<file path="config.mk">
export PLATFORM = sky130hd
export DESIGN_NAME = gate_test_sequencer_flat
export DESIGN_NICKNAME = d
export VERILOG_FILES = /design/src/rtl/gate_test_sequencer_if.sv /design/src/rtl/gate_test_sequencer.sv /design/src/flat_wrapper.sv
export SDC_FILE = /design/constraint.sdc
export NUM_CORES = 1
export LEC_CHECK = 0
export CAP_MARGIN = 20
export CORE_MARGIN = 4
export CORE_UTILIZATION = 49
export CTS_CLUSTER_DIAMETER = 100
export DETAILED_ROUTE_END_ITERATION = 6
export HOLD_SLACK_MARGIN = 0.15
export PLACE_DENSITY = 0.85
export SLEW_MARGIN = 5
export SYNTH_ARGS = -nofsm -noshare
export SYNTH_HDL_FRONTEND = slang
export SYNTH_SLANG_ARGS = --single-unit
</file>
<file path="constraint.sdc">
create_clock -name clk -period 1.9 [get_ports clk]
set_input_delay 0.57 -clock clk [delete_from_list [all_inputs] [get_ports clk]]
set_output_delay 0.57 -clock clk [all_outputs]
set_load 0.01 [all_outputs]
</file>
<file path="src/rtl/gate_test_sequencer_if.sv">
// Control/observe bundle between a start/abort source, the sequencer and the gate under test.
// The master side is the controller/bench; the slave side is the sequencer.
interface gate_test_sequencer_if;
    logic       start;
    logic       abort;
    logic       dut_out;
    logic       inA;
    logic       inB;
    logic       busy;
    logic       done;
    logic       pass;
    logic [2:0] err_count;
    logic [3:0] fail_mask;

    modport master (
        output start, abort, dut_out,
        input  inA, inB, busy, done, pass, err_count, fail_mask
    );

    modport slave (
        input  start, abort, dut_out,
        output inA, inB, busy, done, pass, err_count, fail_mask
    );
endinterface

</file>
<file path="src/rtl/gate_test_sequencer.sv">
// Walks the four input vectors of a 2-input gate, waits SETTLE_CYCLES, samples the output
// and compares it against TRUTH; reports per-vector fail flags, error count and pass/done.
//
// state  | meaning
// IDLE   | waiting for start, gate inputs parked at 00
// SETTLE | current vector driven, counting down the settle time
// CHECK  | sampling dut_out at the edge that ends this cycle
// DONE   | results held, start re-runs
module gate_test_sequencer #(
    parameter int         SETTLE_CYCLES = 1,
    parameter logic [3:0] TRUTH         = 4'b0111
) (
    input logic                  clk,
    input logic                  rst,
    gate_test_sequencer_if.slave bus
);

    localparam logic [1:0] S_IDLE   = 2'd0;
    localparam logic [1:0] S_SETTLE = 2'd1;
    localparam logic [1:0] S_CHECK  = 2'd2;
    localparam logic [1:0] S_DONE   = 2'd3;

    localparam logic [7:0] CNT_LOAD = 8'(SETTLE_CYCLES - 1);

    logic [1:0] state_q, state_d;
    logic [1:0] idx_q, idx_d;
    logic [7:0] cnt_q, cnt_d;
    logic       inA_q, inA_d;
    logic       inB_q, inB_d;
    logic       busy_q, busy_d;
    logic       done_q, done_d;
    logic       pass_q, pass_d;
    logic [2:0] err_q, err_d;
    logic [3:0] fail_q, fail_d;
    logic       mismatch;

    // Written so an X/Z on dut_out falls through to "mismatch" in simulation.
    always_comb begin
        mismatch = 1'b1;
        if (bus.dut_out == TRUTH[idx_q]) begin
            mismatch = 1'b0;
        end
    end

    always_comb begin
        state_d = state_q;
        idx_d   = idx_q;
        cnt_d   = cnt_q;
        inA_d   = inA_q;
        inB_d   = inB_q;
        busy_d  = busy_q;
        done_d  = done_q;
        pass_d  = pass_q;
        err_d   = err_q;
        fail_d  = fail_q;

        if (state_q != S_IDLE && bus.abort) begin
            // Partial results stay visible after an abort.
            state_d = S_IDLE;
            busy_d  = 1'b0;
            done_d  = 1'b0;
            pass_d  = 1'b0;
            inA_d   = 1'b0;
            inB_d   = 1'b0;
        end else begin
            case (state_q)
                S_IDLE, S_DONE: begin
                    if (bus.start) begin
                        state_d = S_SETTLE;
                        idx_d   = 2'd0;
                        cnt_d   = CNT_LOAD;
                        inA_d   = 1'b0;
                        inB_d   = 1'b0;
                        busy_d  = 1'b1;
                        done_d  = 1'b0;
                        pass_d  = 1'b0;
                        err_d   = 3'd0;
                        fail_d  = 4'd0;
                    end
                end
                S_SETTLE: begin
                    if (cnt_q == 8'd0) begin
                        state_d = S_CHECK;
                    end else begin
                        cnt_d = cnt_q - 8'd1;
                    end
                end
                S_CHECK: begin
                    err_d  = err_q + {2'b00, mismatch};
                    fail_d = fail_q | ({3'b000, mismatch} << idx_q);
                    if (idx_q == 2'd3) begin
                        state_d = S_DONE;
                        busy_d  = 1'b0;
                        done_d  = 1'b1;
                        pass_d  = (err_d == 3'd0);
                        inA_d   = 1'b0;
                        inB_d   = 1'b0;
                    end else begin
                        state_d = S_SETTLE;
                        idx_d   = idx_q + 2'd1;
                        cnt_d   = CNT_LOAD;
                        inA_d   = idx_d[0];
                        inB_d   = idx_d[1];
                    end
                end
                default: begin
                    state_d = S_IDLE;
                end
            endcase
        end
    end

    always_ff @(posedge clk or posedge rst) begin
        if (rst) begin
            state_q <= S_IDLE;
            idx_q   <= 2'd0;
            cnt_q   <= 8'd0;
            inA_q   <= 1'b0;
            inB_q   <= 1'b0;
            busy_q  <= 1'b0;
            done_q  <= 1'b0;
            pass_q  <= 1'b0;
            err_q   <= 3'd0;
            fail_q  <= 4'd0;
        end else begin
            state_q <= state_d;
            idx_q   <= idx_d;
            cnt_q   <= cnt_d;
            inA_q   <= inA_d;
            inB_q   <= inB_d;
            busy_q  <= busy_d;
            done_q  <= done_d;
            pass_q  <= pass_d;
            err_q   <= err_d;
            fail_q  <= fail_d;
        end
    end

    assign bus.inA       = inA_q;
    assign bus.inB       = inB_q;
    assign bus.busy      = busy_q;
    assign bus.done      = done_q;
    assign bus.pass      = pass_q;
    assign bus.err_count = err_q;
    assign bus.fail_mask = fail_q;

endmodule
</file>
<file path="src/flat_wrapper.sv">
// flat-port wrapper written by rule: the top's interface ports become plain ports
module gate_test_sequencer_flat 
#(
    parameter int         SETTLE_CYCLES = 1,
    parameter logic [3:0] TRUTH         = 4'b0111
)
  (clk, rst, bus_start, bus_abort, bus_dut_out, bus_inA, bus_inB, bus_busy, bus_done, bus_pass, bus_err_count, bus_fail_mask);
  gate_test_sequencer_if bus_i ();
  input logic clk;
  input logic rst;
  input wire logic [$bits(bus_i.start)-1:0] bus_start;
  input wire logic [$bits(bus_i.abort)-1:0] bus_abort;
  input wire logic [$bits(bus_i.dut_out)-1:0] bus_dut_out;
  output wire logic [$bits(bus_i.inA)-1:0] bus_inA;
  output wire logic [$bits(bus_i.inB)-1:0] bus_inB;
  output wire logic [$bits(bus_i.busy)-1:0] bus_busy;
  output wire logic [$bits(bus_i.done)-1:0] bus_done;
  output wire logic [$bits(bus_i.pass)-1:0] bus_pass;
  output wire logic [$bits(bus_i.err_count)-1:0] bus_err_count;
  output wire logic [$bits(bus_i.fail_mask)-1:0] bus_fail_mask;
  assign bus_i.start = bus_start;
  assign bus_i.abort = bus_abort;
  assign bus_i.dut_out = bus_dut_out;
  assign bus_inA = bus_i.inA;
  assign bus_inB = bus_i.inB;
  assign bus_busy = bus_i.busy;
  assign bus_done = bus_i.done;
  assign bus_pass = bus_i.pass;
  assign bus_err_count = bus_i.err_count;
  assign bus_fail_mask = bus_i.fail_mask;
  gate_test_sequencer #(.SETTLE_CYCLES(SETTLE_CYCLES), .TRUTH(TRUTH)) u_core (.clk(clk), .rst(rst), .bus(bus_i));
endmodule
</file>
==> flow_metrics.py <==
metrics = {
    "yosys": {
        "synthFlopType": "dfrtp_1",
        "yosys.area.top_type_share_pct": 42.1,
        "synth_edf_count": 0,
        "synth_cell_types": 39,
        "ys_ff_latch": 24,
        "yosysWarnings": 0,
        "synthArstFlopShare_pct": 100,
        "syn_nets": 168,
        "avgSynthCellArea_um2": 9.25,
        "synth_area_mm2": 0.00143,
        "syn-instance-count": 154,
        "seq_area_frac_synth_pct": 42.1,
        "synth_area_leaders": "dfrtp_1, ha_1, nand2_1",
        "synth_top_cell_by_area": "dfrtp_1",
    },
    "grt": {
        "antenna_found_initial": 0,
        "grt_max_degree": 25,
        "grtUsageTotal_pct": 19.8,
        "grt_remaining_overflow": 0,
        "grt_pass1_vias": 1310,
        "grt_pass1_wl_um": 5690,
    },
    "hold_path": {
        "whs_path_depth": 1,
        "min_delay_worst_endpoint": "u_core.bus.busy$_DFFE_PP0P_",
        "min_from": "u_core.bus.busy$_DFFE_PP0P_",
        "hold_class": "reg -> reg",
    },
    "floorplanning": {
        "die_w_um": 61.9,
        "die_h_um": 61.9,
        "num_rows": 19,
        "initial_core_util_pct": 51.7,
        "dieArea_mm2": 0.00384,
        "core_area_mm2": 0.00276,
        "io_pins": 17,
    },
    "sta": {
        "max_clock_freq_ghz": 0.537,
        "grt_setup_unrepaired": "no",
        "drv_slew": 0,
        "slew_headroom_pct": 75.1,
        "tightest_slew_ns": 0.369,
        "finalWorstSetupSlack_ns": 0.0379,
        "final.period_utilization_pct": 98.0,
        "fin_skew_ns": 0.00469,
        "final-hold-violation-count": 0,
        "fin_crit_ns": 1.86,
        "setup_viol": 0,
        "hold_slack_ns": 0.527,
    },
    "clocking": {
        "cts_max_path_buffers": 2,
        "cts_tree": "yes",
        "cts-root-buf": "clkbuf_4",
        "numCtsBuffers": 3,
        "htree_levels": 1,
        "clock_latency_ns": 0.32,
        "clk_pin_slew_ns": 0.13,
        "cts_sinks": 24,
    },
    "finish": {
        "design_area_mm2": 0.00184,
        "layout.nets": 204,
        "layout-drive-gt1-share_pct": 21.7,
        "syn2layout_area_growth_pct": 29.4,
        "final_util_pct": 66.9,
        "diodes": 0,
    },
    "setup_path": {
        "reg2reg_depth": 6,
        "start_kind": "input pin",
        "required_ns": 2.10,
        "path_class": "in -> reg",
        "rrSetupSlack_ns": 0.10,
        "r2r_end": "u_core.cnt_q[0]$_DFFE_PP0P_",
        "cp-end-kind": "flip-flop",
        "worstPathArrival_ns": 2.06,
        "r2r_start": "u_core.state_q[1]$_DFFE_PP0P_",
        "cp_max_fo": 7,
    },
    "status": {
        "outcome": "finished clean",
    },
    "job": {
        "maxCapViolations": 0,
    },
    "detailed_routing": {
        "vias": 1296,
        "dr.pass1.iters": 4,
        "detail-route-antenna-nets": 0,
        "drc_errors": 0,
        "dr.first_iter.drc_count": 51,
        "routed_wl_um": 3420,
        "detail_route.wl_per_cell_um": 15.5,
        "viasPerCell": 5.89,
    },
    "pwr": {
        "ir_drop_uv": 1230,
        "leakage_nw": 0.875,
        "power.density_mw_per_mm2": 1410,
        "finalPower_mw": 2.61,
    },
    "placed_design": {
        "dp_hpwl_um": 2530,
        "dp_slack_ns": -0.273,
        "port_buffers": 16,
        "place.gp.congestion": 0.918,
        "dpl_cell_area_mm2": 0.00172,
    },
}
==> registers in the layout, indices dropped and copies added (netlist names) <==
signal and flops:
u_core.bus.pass 1, u_core.bus.done 1, u_core.bus.inA 1, u_core.state_q 2
u_core.cnt_q 8, u_core.bus.inB 1, u_core.bus.fail_mask 4, u_core.bus.err_count 3
u_core.idx_q 2, u_core.bus.busy 1
==> per-layer routing <==
metal,GRT usage (%),up-vias,routed length (µm)
met5,0,-,0
met4,9.70,0,65
met3,2.89,8,140
met2,33.6,35,1760
met1,24.6,631,1450
li1,-,622,-
==> cell type report <==
cell class                      instances  area, µm²
Clock buffer                            4       36.3
Fill cell                             205        913
Tap cell                               31       38.8
Multi-Input combinational cell        113        805
Timing Repair Buffer                   37        323
Sequential cell                        24        601
Inverter                               11       41.3
==> critical path: stages <==
cell and delay, ns:
clkdlybuf4s50_1 0.43, nor2b_1 0.16, buf_4 0.17, nor3_1 0.29
nand2_1 0.11, o311ai_0 0.33
==> placed cells by master, fill, tap and decap left out, drive strengths merged, types with 2 or more instances in the layout <==
cell / netlist / routed
nor2b: 2 / 2
mux2i: 6 / 6
or3: 2 / 2
inv: 11 / 11
nor2: 8 / 8
clkbuf: 6 / 4
a21oi: 8 / 8
clkdlybuf4s50: 0 / 14
nand4: 5 / 5
buf: 0 / 21
nor3: 8 / 8
ha: 9 / 9
nand3: 6 / 6
dfrtp: 24 / 24
dlymetal6s2s: 0 / 2
nor4: 4 / 4
o311ai: 2 / 2
and2: 2 / 2
a31oi: 3 / 3
nand4b: 2 / 2
or4: 2 / 2
o21ai: 8 / 8
or2: 3 / 3
nand2b: 3 / 3
nand2: 17 / 17
==> report_power, final <==
part / internal (mW) / switching (mW)
logic: 0.753 / 0.835
registers: 0.639 / 0.113
clock network: 0.117 / 0.152
total: 1.51 / 1.10
==> how the worst max path moves through the flow <==
stage                                              from                     endpoint  slack (ns)  cells after the start
floorplan                 u_core.state_q[0]$_DFFE_PP0P_  u_core.bus.busy$_DFFE_PP0P_       -0.02                      7
global placement                            bus_dut_out  u_core.bus.pass$_DFFE_PP0P_       -0.20                      8
detailed placement                          bus_dut_out  u_core.bus.pass$_DFFE_PP0P_       -0.27                      8
CTS                       u_core.state_q[1]$_DFFE_PP0P_  u_core.cnt_q[7]$_DFFE_PP0P_        0.02                      7
global route        u_core.bus.err_count[1]$_DFFE_PP0P_             bus_err_count[1]      0.0009                      1
finish                                        bus_abort  u_core.cnt_q[0]$_DFFE_PP0P_        0.04                      6
==> what timing repair did <==
| action | in CTS | in global routing |
|---|---|---|
| hold buffers | 0 | 0 |
| resized for setup | 0 | 11 |
| setup buffers | 0 | 5 |
| endpoints found under the setup margin | 0 | 9 |
==> per-stage QoR <==
stage,instances,TNS [ns]
after floorplan,154,-0.0395
after global placement,211,-1.88
after detailed placement,211,-2.48
after CTS,215,0
after global routing,220,0
final,220,0
==> Yosys cell counts, types with 3 or more instances <==
cell type   n
nor2_1      7
dfrtp_1    24
nand4_1     5
nand3_1     6
nor3_1      7
o21ai_0     8
ha_1        9
inv_1      11
nand2_1    17
mux2i_1     6
a21oi_1     8
nor4_1      3
nand2b_1    3
clkbuf_1    5
a31oi_1     3
or2_2       3
==> kinds of logic after synthesis <==
| group | after synthesis | synth area share, % |
|---|---|---|
| compound gates | 28 | 12.6 |
| xor+xnor | 2 | 1.23 |
| fa+ha+maj | 9 | 7.90 |
| buf+inv | 17 | 4.57 |
| flops | 24 | 42.1 |
| mux | 7 | 5.00 |
| simple gates | 67 | 26.6 |
No activity file was read; power rests on OpenSTA's default activity.
